**src/rtl/video_palette_port_if.sv**
```systemverilog
// CPU register, palette RAM and VRAM signals of the video palette port.
// The slave modport is the port logic; the master modport is whoever drives it.
interface video_palette_port_if;
  logic [2:0]  I_reg_sel;
  logic        I_reg_wr;
  logic        I_reg_rd;
  logic [7:0]  I_reg_data;
  logic [7:0]  O_reg_data;
  logic        O_reg_valid;
  logic        O_busy;
  logic [4:0]  O_pal_addr;
  logic        O_pal_wren;
  logic [5:0]  O_pal_data;
  logic [5:0]  I_pal_data;
  logic [13:0] O_vram_addr;
  logic        O_vram_wr;
  logic        O_vram_rd;
  logic [7:0]  O_vram_wdata;
  logic [7:0]  I_vram_rdata;

  modport slave (
    input  I_reg_sel, I_reg_wr, I_reg_rd, I_reg_data, I_pal_data, I_vram_rdata,
    output O_reg_data, O_reg_valid, O_busy, O_pal_addr, O_pal_wren, O_pal_data,
           O_vram_addr, O_vram_wr, O_vram_rd, O_vram_wdata
  );

  modport master (
    output I_reg_sel, I_reg_wr, I_reg_rd, I_reg_data, I_pal_data, I_vram_rdata,
    input  O_reg_data, O_reg_valid, O_busy, O_pal_addr, O_pal_wren, O_pal_data,
           O_vram_addr, O_vram_wr, O_vram_rd, O_vram_wdata
  );
endinterface

```
**src/rtl/video_palette_port.sv**
```systemverilog
// CPU-facing data port for palette RAM and VRAM: two-write address latch,
// auto-increment, and a buffered read sequence (palette reads bypass the buffer).
//
// state   | meaning
// IDLE    | accepting register accesses
// RD_ADDR | read address and O_vram_rd presented
// RD_DATA | waiting for palette / VRAM read data
// RD_DONE | O_reg_data valid for one clock
module video_palette_port (
  input logic I_clock,
  input logic I_reset,
  video_palette_port_if.slave bus
);

  localparam logic [2:0] SEL_CTRL   = 3'd0;
  localparam logic [2:0] SEL_STATUS = 3'd2;
  localparam logic [2:0] SEL_ADDR   = 3'd6;
  localparam logic [2:0] SEL_DATA   = 3'd7;

  typedef enum logic [1:0] {IDLE, RD_ADDR, RD_DATA, RD_DONE} state_t;

  state_t      state;
  logic        inc32;
  logic        w_toggle;
  logic [13:0] t_addr;
  logic [13:0] v_addr;
  logic [7:0]  rd_buf;
  logic        rd_pal;

  logic [13:0] v_next;
  logic        in_pal;
  logic [4:0]  pal_idx;
  logic        wr_acc;
  logic        rd_acc;

  assign v_next  = v_addr + (inc32 ? 14'd32 : 14'd1);
  assign in_pal  = (v_addr[13:8] == 6'h3F);
  // Entries 0x10/0x14/0x18/0x1C alias the backdrop entries below them
  assign pal_idx = {v_addr[4] & (v_addr[1:0] != 2'b00), v_addr[3:0]};
  assign wr_acc  = bus.I_reg_wr & (state == IDLE);
  assign rd_acc  = bus.I_reg_rd & ~bus.I_reg_wr & (state == IDLE);

  always_ff @(posedge I_clock or posedge I_reset) begin
    if (I_reset) begin
      state            <= IDLE;
      inc32            <= 1'b0;
      w_toggle         <= 1'b0;
      t_addr           <= '0;
      v_addr           <= '0;
      rd_buf           <= '0;
      rd_pal           <= 1'b0;
      bus.O_reg_data   <= '0;
      bus.O_reg_valid  <= 1'b0;
      bus.O_busy       <= 1'b0;
      bus.O_pal_addr   <= '0;
      bus.O_pal_wren   <= 1'b0;
      bus.O_pal_data   <= '0;
      bus.O_vram_addr  <= '0;
      bus.O_vram_wr    <= 1'b0;
      bus.O_vram_rd    <= 1'b0;
      bus.O_vram_wdata <= '0;
    end else begin
      bus.O_pal_wren  <= 1'b0;
      bus.O_vram_wr   <= 1'b0;
      bus.O_vram_rd   <= 1'b0;
      bus.O_reg_valid <= 1'b0;
      case (state)
        IDLE: begin
          if (wr_acc) begin
            case (bus.I_reg_sel)
              SEL_CTRL: inc32 <= bus.I_reg_data[2];
              SEL_ADDR: begin
                if (!w_toggle) begin
                  t_addr   <= {bus.I_reg_data[5:0], t_addr[7:0]};
                  w_toggle <= 1'b1;
                end else begin
                  t_addr   <= {t_addr[13:8], bus.I_reg_data};
                  v_addr   <= {t_addr[13:8], bus.I_reg_data};
                  w_toggle <= 1'b0;
                end
              end
              SEL_DATA: begin
                v_addr <= v_next;
                if (in_pal) begin
                  bus.O_pal_wren <= 1'b1;
                  bus.O_pal_addr <= pal_idx;
                  bus.O_pal_data <= bus.I_reg_data[5:0];
                end else begin
                  bus.O_vram_wr    <= 1'b1;
                  bus.O_vram_addr  <= v_addr;
                  bus.O_vram_wdata <= bus.I_reg_data;
                end
              end
              default: ;
            endcase
          end else if (rd_acc) begin
            case (bus.I_reg_sel)
              SEL_STATUS: w_toggle <= 1'b0;
              SEL_DATA: begin
                state           <= RD_ADDR;
                bus.O_busy      <= 1'b1;
                bus.O_vram_rd   <= 1'b1;
                // Palette reads still refill the buffer from the nametable underneath
                bus.O_vram_addr <= in_pal ? (v_addr & 14'h2FFF) : v_addr;
                bus.O_pal_addr  <= pal_idx;
                rd_pal          <= in_pal;
                v_addr          <= v_next;
              end
              default: ;
            endcase
          end
        end
        RD_ADDR: state <= RD_DATA;
        RD_DATA: begin
          state           <= RD_DONE;
          bus.O_reg_valid <= 1'b1;
          bus.O_reg_data  <= rd_pal ? {2'b00, bus.I_pal_data} : rd_buf;
          rd_buf          <= bus.I_vram_rdata;
        end
        RD_DONE: begin
          state      <= IDLE;
          bus.O_busy <= 1'b0;
        end
        default: state <= IDLE;
      endcase
    end
  end

endmodule

```
**src/flat_wrapper.sv**
```systemverilog
// flat-port wrapper written by rule: the top's interface ports become plain ports
module video_palette_port_flat 
  (I_clock, I_reset, bus_I_reg_sel, bus_I_reg_wr, bus_I_reg_rd, bus_I_reg_data, bus_I_pal_data, bus_I_vram_rdata, bus_O_reg_data, bus_O_reg_valid, bus_O_busy, bus_O_pal_addr, bus_O_pal_wren, bus_O_pal_data, bus_O_vram_addr, bus_O_vram_wr, bus_O_vram_rd, bus_O_vram_wdata);
  video_palette_port_if bus_i ();
  input logic I_clock;
  input logic I_reset;
  input wire logic [$bits(bus_i.I_reg_sel)-1:0] bus_I_reg_sel;
  input wire logic [$bits(bus_i.I_reg_wr)-1:0] bus_I_reg_wr;
  input wire logic [$bits(bus_i.I_reg_rd)-1:0] bus_I_reg_rd;
  input wire logic [$bits(bus_i.I_reg_data)-1:0] bus_I_reg_data;
  input wire logic [$bits(bus_i.I_pal_data)-1:0] bus_I_pal_data;
  input wire logic [$bits(bus_i.I_vram_rdata)-1:0] bus_I_vram_rdata;
  output wire logic [$bits(bus_i.O_reg_data)-1:0] bus_O_reg_data;
  output wire logic [$bits(bus_i.O_reg_valid)-1:0] bus_O_reg_valid;
  output wire logic [$bits(bus_i.O_busy)-1:0] bus_O_busy;
  output wire logic [$bits(bus_i.O_pal_addr)-1:0] bus_O_pal_addr;
  output wire logic [$bits(bus_i.O_pal_wren)-1:0] bus_O_pal_wren;
  output wire logic [$bits(bus_i.O_pal_data)-1:0] bus_O_pal_data;
  output wire logic [$bits(bus_i.O_vram_addr)-1:0] bus_O_vram_addr;
  output wire logic [$bits(bus_i.O_vram_wr)-1:0] bus_O_vram_wr;
  output wire logic [$bits(bus_i.O_vram_rd)-1:0] bus_O_vram_rd;
  output wire logic [$bits(bus_i.O_vram_wdata)-1:0] bus_O_vram_wdata;
  assign bus_i.I_reg_sel = bus_I_reg_sel;
  assign bus_i.I_reg_wr = bus_I_reg_wr;
  assign bus_i.I_reg_rd = bus_I_reg_rd;
  assign bus_i.I_reg_data = bus_I_reg_data;
  assign bus_i.I_pal_data = bus_I_pal_data;
  assign bus_i.I_vram_rdata = bus_I_vram_rdata;
  assign bus_O_reg_data = bus_i.O_reg_data;
  assign bus_O_reg_valid = bus_i.O_reg_valid;
  assign bus_O_busy = bus_i.O_busy;
  assign bus_O_pal_addr = bus_i.O_pal_addr;
  assign bus_O_pal_wren = bus_i.O_pal_wren;
  assign bus_O_pal_data = bus_i.O_pal_data;
  assign bus_O_vram_addr = bus_i.O_vram_addr;
  assign bus_O_vram_wr = bus_i.O_vram_wr;
  assign bus_O_vram_rd = bus_i.O_vram_rd;
  assign bus_O_vram_wdata = bus_i.O_vram_wdata;
  video_palette_port u_core (.I_clock(I_clock), .I_reset(I_reset), .bus(bus_i));
endmodule
```
**config.mk**
```make
export PLATFORM = sky130hd
export DESIGN_NAME = video_palette_port_flat
export DESIGN_NICKNAME = d
export VERILOG_FILES = /design/src/rtl/video_palette_port_if.sv /design/src/rtl/video_palette_port.sv /design/src/flat_wrapper.sv
export SDC_FILE = /design/constraint.sdc
export NUM_CORES = 1
export LEC_CHECK = 0
export BUFFER_PORTS_ARGS = -buffer_cell sky130_fd_sc_hd__clkbuf_2
export CAP_MARGIN = 20
export CELL_PAD_IN_SITES_DETAIL_PLACEMENT = 1
export CELL_PAD_IN_SITES_GLOBAL_PLACEMENT = 2
export CORE_UTILIZATION = 39
export DETAILED_ROUTE_END_ITERATION = 8
export PLACE_DENSITY_LB_ADDON = 0.2
export RECOVER_POWER = 50
export SETUP_SLACK_MARGIN = 0.4
export SLEW_MARGIN = 30
export SYNTH_ARGS = -nofsm -noshare
export SYNTH_HDL_FRONTEND = slang
export SYNTH_SLANG_ARGS = --single-unit
```
**constraint.sdc**
```tcl
create_clock -name I_clock -period 6.2 [get_ports I_clock]
set_input_delay 1.24 -clock I_clock [delete_from_list [all_inputs] [get_ports I_clock]]
set_output_delay 1.24 -clock I_clock [all_outputs]
set_load 0.03 [all_outputs]
```
==> flow_metrics.py <==
metrics = {
    "outcome": {
        "status": "finished, final reports clean",
    },
    "timing": {
        "clock.fmax_mhz": 330.9,
        "setup_viol": 0,
        "period_share_pct": 48.74,
        "rsz0062_at_grt": "false",
        "tightest_slew_ns": 0.8932,
        "hold_ws_ns": 0.5119,
        "slew_headroom_pct": 40.45,
        "post-route-min-period_ns": 3.022,
        "hold_violations": 0,
        "setup_tns_ns": 0,
        "slew_violations": 0,
        "fin_worst_skew_ns": 0.009712,
    },
    "yosys": {
        "syn_area_per_cell_sq_um": 12.27,
        "synth.net_count": 341,
        "yosys.area.top_type_share_pct": 52.83,
        "synth.area.top_cells": "dfrtp_1, mux2_2, mux2_4",
        "syn-cell-area_sq_mm": 0.003742,
        "synth_edf_count": 0,
        "netlist_top_cells_count": "dfrtp_1, mux2_2, mux2_4",
        "syn_inst": 305,
        "synth.distinct_cells": 54,
        "synth_top_flop_cell": "dfrtp_1",
        "async_flop_share_pct": 100.0,
        "synth_most_common_cell": "dfrtp_1",
        "ys_warn_count": 0,
        "post-synth-top-area-cell": "dfrtp_1",
        "yosys_register_bits": 79,
        "ys_seq_area_share_pct": 52.83,
    },
    "global_route": {
        "use_met1_pct": 27.63,
        "grt_use_met2_pct": 27.59,
        "grt_pass1_wl_mm": 14.21,
        "overflow": 0,
        "grt_start_max_net_pins": 80,
        "antenna_found_initial": 0,
        "use_met3_pct": 2.925,
        "busiest_layer": "met1",
        "grt_use_total_pct": 18.70,
        "grt_pass1_vias": 2614,
    },
    "worst_setup_path": {
        "worst_path_max_delay_cell": "nor2_1",
        "r2r_cells": 6,
        "crit_fanout": 14,
        "worst-setup-path-type": "in -> reg",
        "start_kind": "input port",
        "slowest_delay_ns": 0.73,
        "crit_chain": "clkbuf_2 -> nand2_1 -> nor2_1 -> a211o_4 -> mux2_2",
        "cp_num_buf_inv": 1,
        "critPathCaptureType": "flop",
        "rrSetupSlack_ns": 3.33,
        "r2r_end": "u_core.bus.O_vram_addr[11]$_DFFE_PP0P_",
        "critPathRequiredTime_ns": 6.43,
        "cp_data_arrival_time_ns": 3.25,
        "crit_family": "simple AND/OR/NAND/NOR gates",
        "timing.rr.start": "u_core.state[0]$_DFFE_PP0P_",
    },
    "final_layout": {
        "final_net_count": 407,
        "num_antenna_cells": 0,
        "regArea_sq_mm": 0.001977,
        "nFillCells": 1045,
        "multi_input_area_sq_mm": 0.001624,
        "syn_to_final_growth_pct": 17.79,
        "drive_gt1_share_pct": 38.83,
    },
    "floorplanning": {
        "die_w_um": 99.96,
        "dieArea_sq_mm": 0.009991,
        "fp-row-count": 35,
        "fp.dieH_um": 99.96,
        "core_area_sq_mm": 0.009284,
        "pin_count": 75,
        "initial_core_util_pct": 40.31,
    },
    "route": {
        "vias": 2644,
        "drt_iter0_markers": 97,
        "drcViolationCount": 0,
        "wl_per_cell_um": 17.14,
        "viasPerCell": 5.236,
        "ant_nets": 0,
        "drt_pass1_iterations": 4,
        "finalWirelength_mm": 8.655,
    },
    "placement": {
        "dp.final_hpwl_mm": 6.126,
        "port_buffers": 74,
        "gp_congestion": 0.8170,
    },
    "clock_tree": {
        "postCtsSetupRepairBufs": 0,
        "cts_tree": "built",
        "cts-root-buf": "clkbuf_8",
        "cts_sinks": 79,
        "htreeDepth": 3,
        "clock_latency_ns": 0.35,
        "clk_pin_slew_ns": 0.08,
        "cts_resized": 0,
        "cts_buffer_depth": 2,
        "cts_buffers": 9,
        "holdBufCountCts": 0,
    },
    "hold_path": {
        "hp-class": "reg -> reg",
        "min-delay-start": "u_core.bus.O_pal_addr[1]$_DFFE_PP0P_",
        "min_to": "u_core.bus.O_pal_addr[1]$_DFFE_PP0P_",
        "min_delay_path_depth": 1,
    },
    "power": {
        "p_per_area_mw_per_mm2": 466.8,
        "ir_drop_uv": 183.1,
        "p_leak_nw": 2.131,
    },
    "run": {
        "drv_cap": 0,
    },
}
[kinds of logic after synthesis]
kind of cell | Yosys count | synth area share [%]
AOI/OAI and AO/OA | 68 | 12.84
DFF | 79 | 52.83
buffers and inverters | 30 | 3.845
adders and majority gates | 7 | 2.340
muxes | 56 | 18.36
and+or+nand+nor | 65 | 9.797
[per-stage QoR]
step | worst slack, ns | cells | cell area (sq um) | power, mW | utilization (%)
CTS | 3.215 | 505 | 4413 | 2.083 | 47.53
finish | 3.178 | 505 | 4408 | 2.058 | 47.48
global placement | 2.907 | 489 | 4177 | 1.613 | 44.99
floorplan | 2.937 | 305 | 3742 | 1.410 | -
global route | 3.030 | 505 | 4408 | 2.196 | 47.48
detailed placement | 2.861 | 489 | 4183 | 1.640 | 45.05
[per-layer routing]
| layer | vias up | share of wire (%) |
|---|---|---|
| li1 | 1242 | - |
| met1 | 1329 | 50 |
| met2 | 63 | 45 |
| met3 | 10 | 3.5 |
| met4 | 0 | 1.4 |
| met5 | - | 0 |
[placed cells by master (no fill, tap or decap), types with 4 or more instances in the layout]
master / n
a211oi_1: 5
a21oi_1: 10
a31oi_1: 8
and3_1: 6
clkbuf_1: 4
clkbuf_2: 70
clkbuf_8: 10
dfrtp_1: 79
ha_1: 7
inv_1: 9
mux2_2: 29
mux2_4: 18
mux2i_1: 9
nand2_1: 17
nand3_1: 4
nor2_1: 12
nor3_1: 6
o21ai_0: 12
[flip-flops by register name (all words and copies together) (netlist names), 2 cells and up]
name / flops
u_core.v_addr: 14
u_core.bus.O_pal_data: 6
u_core.bus.O_vram_addr: 14
u_core.bus.O_vram_wdata: 8
u_core.bus.O_reg_data: 8
u_core.t_addr: 6
u_core.rd_buf: 8
u_core.bus.O_pal_addr: 5
u_core.state: 2
[worst max-delay path by stage]
stage	slack (ns)	start	endpoint	depth (start not counted)
2_1_floorplan	2.94	I_reset	u_core.bus.O_busy$_DFFE_PP0P_	1
3_3_place_gp	2.91	bus_I_reg_wr	u_core.bus.O_vram_addr[12]$_DFFE_PP0P_	5
3_5_place_dp	2.86	bus_I_reg_wr	u_core.bus.O_vram_addr[10]$_DFFE_PP0P_	5
4_1_cts	3.21	bus_I_reg_wr	u_core.bus.O_vram_addr[11]$_DFFE_PP0P_	5
5_1_grt	3.03	bus_I_reg_wr	u_core.bus.O_vram_addr[11]$_DFFE_PP0P_	5
6_report	3.18	bus_I_reg_wr	u_core.bus.O_vram_addr[11]$_DFFE_PP0P_	5
[cell type report]
| type | instances | area share [%] |
|---|---|---|
| inverter | 10 | 0.8799 |
| tap | 129 | 3.662 |
| clock inverter | 6 | 2.100 |
| multi-input combinational | 196 | 36.84 |
| clock buffer | 10 | 3.122 |
| timing repair buffer | 75 | 8.544 |
| sequential | 79 | 44.85 |
[power breakdown]
group | switching, mW | total, mW | internal [mW]
Clock | 0.197 | 0.437 | 0.240
Combinational | 0.476 | 0.787 | 0.311
Sequential | 0.134 | 0.833 | 0.699
Total | 0.808 | 2.06 | 1.25
[worst reg2reg max path: cells and delay by family, from the launching register on]
kind	cells	cell delay, ns
DFF	1	0.39
adders and majority gates	1	0.41
muxes	1	0.37
AOI/OAI and AO/OA	1	0.35
buffers and inverters	1	0.12
and+or+nand+nor	2	1.11
Note: power is estimated with default switching activity, not from simulation.
